<file path="src/rtl/shiftreg_burst_if.sv">
// rtl/shiftreg_burst_if.sv - handshake/data bundle for shiftreg_burst
// SHIFTREG_BURST_ROTATE_EN adds the rot request bit.
interface shiftreg_burst_if #(
  parameter int WIDTH = 8,
  parameter int CNT_W = 4
);
  logic             load;
  logic [WIDTH-1:0] d_in;
  logic             start;
  logic             dir;
  logic [CNT_W-1:0] len;
  logic             s_in;
`ifdef SHIFTREG_BURST_ROTATE_EN
  logic             rot;
`endif
  logic [WIDTH-1:0] q;
  logic             s_out;
  logic             busy;
  logic             done;

  modport master (
`ifdef SHIFTREG_BURST_ROTATE_EN
    output rot,
`endif
    output load, d_in, start, dir, len, s_in,
    input  q, s_out, busy, done
  );

  modport slave (
`ifdef SHIFTREG_BURST_ROTATE_EN
    input  rot,
`endif
    input  load, d_in, start, dir, len, s_in,
    output q, s_out, busy, done
  );
endinterface

</file>
<file path="src/rtl/shiftreg_burst.sv">
// rtl/shiftreg_burst.sv - parallel-load shift register with self-timed shift bursts
// Optional macro SHIFTREG_BURST_ROTATE_EN: latched rot recirculates the exiting bit.
module shiftreg_burst #(
  parameter int WIDTH = 8,
  parameter int CNT_W = 4
) (
  input logic            clk,
  input logic            reset,
  shiftreg_burst_if.slave bus
);
  typedef enum logic {IDLE, SHIFT} state_t;

  state_t           state;
  logic [WIDTH-1:0] q_r;
  logic [CNT_W-1:0] cnt;
  logic             dir_r;
  logic             busy_r;
  logic             done_r;
  logic             fill;

`ifdef SHIFTREG_BURST_ROTATE_EN
  logic rot_r;
  always_comb begin
    fill = bus.s_in;
    if (rot_r) fill = dir_r ? q_r[WIDTH-1] : q_r[0];
  end
`else
  always_comb begin
    fill = bus.s_in;
  end
`endif

  always_ff @(posedge clk or negedge reset) begin
    if (!reset) begin
      state  <= IDLE;
      q_r    <= '0;
      cnt    <= '0;
      dir_r  <= 1'b0;
      busy_r <= 1'b0;
      done_r <= 1'b0;
`ifdef SHIFTREG_BURST_ROTATE_EN
      rot_r  <= 1'b0;
`endif
    end else begin
      done_r <= 1'b0;
      case (state)
        IDLE: begin
          if (bus.load) begin
            q_r <= bus.d_in;
          end else if (bus.start) begin
            if (bus.len != '0) begin
              dir_r  <= bus.dir;
              cnt    <= bus.len;
              busy_r <= 1'b1;
              state  <= SHIFT;
`ifdef SHIFTREG_BURST_ROTATE_EN
              rot_r  <= bus.rot;
`endif
            end else begin
              // Zero-length burst completes immediately without touching q or dir_r.
              done_r <= 1'b1;
            end
          end
        end
        SHIFT: begin
          if (dir_r) q_r <= {q_r[WIDTH-2:0], fill};
          else       q_r <= {fill, q_r[WIDTH-1:1]};
          cnt <= cnt - CNT_W'(1);
          if (cnt == CNT_W'(1)) begin
            state  <= IDLE;
            busy_r <= 1'b0;
            done_r <= 1'b1;
          end
        end
        default: state <= IDLE;
      endcase
    end
  end

  assign bus.q     = q_r;
  assign bus.s_out = dir_r ? q_r[WIDTH-1] : q_r[0];
  assign bus.busy  = busy_r;
  assign bus.done  = done_r;
endmodule

</file>
<file path="src/flat_wrapper.sv">
// flat-port wrapper written by rule: the top's interface ports become plain ports
module shiftreg_burst_flat 
#(
  parameter int WIDTH = 8,
  parameter int CNT_W = 4
)
  (clk, reset, bus_load, bus_d_in, bus_start, bus_dir, bus_len, bus_s_in, bus_q, bus_s_out, bus_busy, bus_done);
  shiftreg_burst_if #(.WIDTH(WIDTH), .CNT_W(CNT_W)) bus_i ();
  input logic clk;
  input logic reset;
  input wire logic [$bits(bus_i.load)-1:0] bus_load;
  input wire logic [$bits(bus_i.d_in)-1:0] bus_d_in;
  input wire logic [$bits(bus_i.start)-1:0] bus_start;
  input wire logic [$bits(bus_i.dir)-1:0] bus_dir;
  input wire logic [$bits(bus_i.len)-1:0] bus_len;
  input wire logic [$bits(bus_i.s_in)-1:0] bus_s_in;
  output wire logic [$bits(bus_i.q)-1:0] bus_q;
  output wire logic [$bits(bus_i.s_out)-1:0] bus_s_out;
  output wire logic [$bits(bus_i.busy)-1:0] bus_busy;
  output wire logic [$bits(bus_i.done)-1:0] bus_done;
  assign bus_i.load = bus_load;
  assign bus_i.d_in = bus_d_in;
  assign bus_i.start = bus_start;
  assign bus_i.dir = bus_dir;
  assign bus_i.len = bus_len;
  assign bus_i.s_in = bus_s_in;
  assign bus_q = bus_i.q;
  assign bus_s_out = bus_i.s_out;
  assign bus_busy = bus_i.busy;
  assign bus_done = bus_i.done;
  shiftreg_burst #(.WIDTH(WIDTH), .CNT_W(CNT_W)) u_core (.clk(clk), .reset(reset), .bus(bus_i));
endmodule
</file>
<file path="config.mk">
export PLATFORM = sky130hd
export DESIGN_NAME = shiftreg_burst_flat
export DESIGN_NICKNAME = d
export VERILOG_FILES = /design/src/rtl/shiftreg_burst_if.sv /design/src/rtl/shiftreg_burst.sv /design/src/flat_wrapper.sv
export SDC_FILE = /design/constraint.sdc
export NUM_CORES = 1
export LEC_CHECK = 0
export BUFFER_PORTS_ARGS = -buffer_cell sky130_fd_sc_hd__clkbuf_2
export CAP_MARGIN = 15
export CORE_ASPECT_RATIO = 0.9
export CORE_UTILIZATION = 50
export CTS_BUF_LIST = sky130_fd_sc_hd__clkbuf_16
export DETAILED_ROUTE_END_ITERATION = 12
export GPL_ROUTABILITY_DRIVEN = 1
export PLACE_DENSITY = 0.79
export SYNTH_ARGS = -nofsm -noshare
export SYNTH_HDL_FRONTEND = slang
export SYNTH_SLANG_ARGS = --single-unit
</file>
<file path="constraint.sdc">
create_clock -name clk -period 3.95 [get_ports clk]
set_input_delay 0.1975 -clock clk [delete_from_list [all_inputs] [get_ports clk]]
set_output_delay 0.1975 -clock clk [all_outputs]
set_load 0.01 [all_outputs]
</file>
==> results.cfg <==
[global_route]
grt_max_degree = 30
grt.overflow.total = 0
grt_pass1_vias = 683
antenna_found_initial = 0
grt_usage_pct = 22.0
grt_first_pass_wirelength_um = 3080

[cts]
postCtsSetupBuffers = 0
numCtsBuffers = 3
cts-resized-gates = 0
clk_pin_slew_ps = 50
clk_path_buf_depth = 2
clock-sinks = 16
clk_latency_ps = 250
root_buffer = clkbuf_16
cts_tree = done
htree_levels = 1

[floorplanning]
dieArea_um2 = 2090
initial_core_util_pct = 55.2
io_pins = 29
core_area_um2 = 1730
die_h_um = 43.5
row_count = 14
die_width_um = 48.1

[setup_path]
critPathLaunchType = flip-flop
end_kind = output pin
slowest_delay_ps = 660
cp_cell_sequence = mux2_2 -> clkbuf_2
path_max_fanout = 10
worstSetupPathType = reg2out
critPathRequiredTime_ps = 3750
arrival_ps = 1430
critPathSlowestCell = dfrtp_1

[placed_design]
dp_hpwl_um = 1380
place_congestion = 0.853
dpl-instance-area_um2 = 1080
io_buffers = 28

[sta]
finalCritPeriodShare_pct = 41.3
slew_viol_final = 0
tns_ps = 0
slew_headroom_pct = 42.0
rsz0062_at_grt = false
hold_viol_final = 0
fin_worst_hold_slack_ps = 183
finalClockSkew_ps = 3.06
finalSetupViolCount = 0
fin_crit_ps = 1630
max_clock_freq_ghz = 0.613
worst_pin_slew_ps = 870

[synth]
netlist_area_um2 = 957
synth_area_per_cell_um2 = 10.6
synth-seq-cells = 16
ys_warn_count = 0
synth_cell_types = 26
seq_area_frac_synth_pct = 41.8
synth.largest_area_cell = dfrtp_1
ys_top_cells_by_area = dfrtp_1 (42%), mux2i_1 (8.4%), a211oi_1 (7.1%), a21oi_1 (6.8%), nor2b_1 (5.9%)
synth_edf_count = 0
async_reset_ff_share_pct = 100
synth_common_cells = dfrtp_1 (16), a21oi_1 (13), a211oi_1 (9), nor2b_1 (9), mux2i_1 (8)
synth-main-ff-cell = dfrtp_1
yosysMostFrequentCell = dfrtp_1
syn_nets = 110
syn_inst = 90
yosysTopAreaCellShare_pct = 41.8

[layout]
design_area_um2 = 1170
final_core_util_pct = 67.7
area.growth.synth_to_final_pct = 22.6
nNetsFinal = 138
diodes = 0
drive_gt1_share_pct = 33.3

[drt]
wl_per_cell_um = 13.7
antenna_left = 0
drt_iter0_drc = 13
dr.pass1.iters = 4
vias = 795
routed_wl_um = 1940
viasPerCell = 5.64
drcViolationCount = 0

[status]
outcome = completed

[pwr]
p_leak_nw = 0.525
p_total_mw = 0.911
powerDensity_nw_per_um2 = 776
ir_drop_uv = 444

[min_path]
holdCritPathClass = in2reg

[flow_run]
drv_cap = 0
placed cells by master, fill, tap and decap left out, types with 2 or more instances in the layout:
| cell type | n |
|---|---|
| nor2b_1 | 9 |
| clkbuf_16 | 3 |
| nor4b_1 | 3 |
| a211oi_1 | 9 |
| inv_1 | 3 |
| a22oi_1 | 3 |
| ha_1 | 2 |
| mux2i_1 | 8 |
| clkbuf_2 | 28 |
| a21oi_1 | 13 |
| nor3_1 | 2 |
| dfrtp_1 | 16 |
| o21ai_0 | 3 |
worst max-delay path: cells and delay by family (launching register included):
| family | cells | cell delay [ps] |
|---|---|---|
| buffers and inverters | 1 | 120 |
| multiplexers | 1 | 400 |
| flip-flops | 1 | 660 |
stage by stage:
stage               setup WS (ps)  cells
floorplan                    2610     90
global placement             2470    136
detailed placement           2440    136
CTS                          2310    141
global route                 2220    141
finish                       2320    141
logic make-up after synthesis:
group,share of synthesized area [%]
AO/OA/AOI/OAI,19.6
XOR/XNOR,0.915
adder cells (fa/ha/maj),2.61
buffers and inverters,5.62
flip-flops,41.8
multiplexers,11.1
AND/OR/NAND/NOR,18.3
path summary, 6_finish.rpt:
kind	startpoint	endpoint	slack [ps]	depth (start not counted)
hold / removal	bus_dir	u_core.dir_r$_DFFE_PN0P_	180	2
hold reg to reg	u_core.bus.busy$_DFFE_PN0P_	u_core.bus.busy$_DFFE_PN0P_	530	2
max in group asynchronous	reset	u_core.bus.q[5]$_DFFE_PN0P_	3270	2
setup / recovery	u_core.dir_r$_DFFE_PN0P_	bus_s_out	2320	2
min in group asynchronous	reset	u_core.cnt[1]$_DFFE_PN0P_	400	2
setup reg to reg	u_core.state$_DFF_PN0_	u_core.cnt[2]$_DFFE_PN0P_	2440	3
state kept, by name, indices dropped and copies added (netlist names):
name and count:
u_core.bus.busy 1, u_core.dir_r 1, u_core.bus.q 8, u_core.cnt 4, u_core.bus.done 1, u_core.state 1
area by class of cell:
class                      instances  area (µm²)
timing repair buffer              29         150
fill                             148         561
sequential                        16         400
multi-input combinational         65         503
clock buffer                       3        75.1
clock inverter                     1        3.75
inverter                           3        11.3
tap                               24        30.0
timing repair:
item                                   in CTS  in global routing
hold buffers                                1                  0
setup endpoints to repair                   0                  0
endpoints found under the hold margin      16                  0
metal layers:
layer	track usage, %	wire (µm)	vias to the layer above
met5	0	0	-
met4	10.0	35	0
met3	8.75	105	5
met2	32.2	908	21
met1	28.1	886	380
li1	-	-	389
power by group:
group | total [mW] | switching (mW) | internal [mW]
Combinational | 0.337 | 0.145 | 0.191
Sequential | 0.375 | 0.130 | 0.244
Clock | 0.200 | 0.0655 | 0.134
Total | 0.911 | 0.341 | 0.570
No activity file was read; power rests on OpenSTA's default activity.
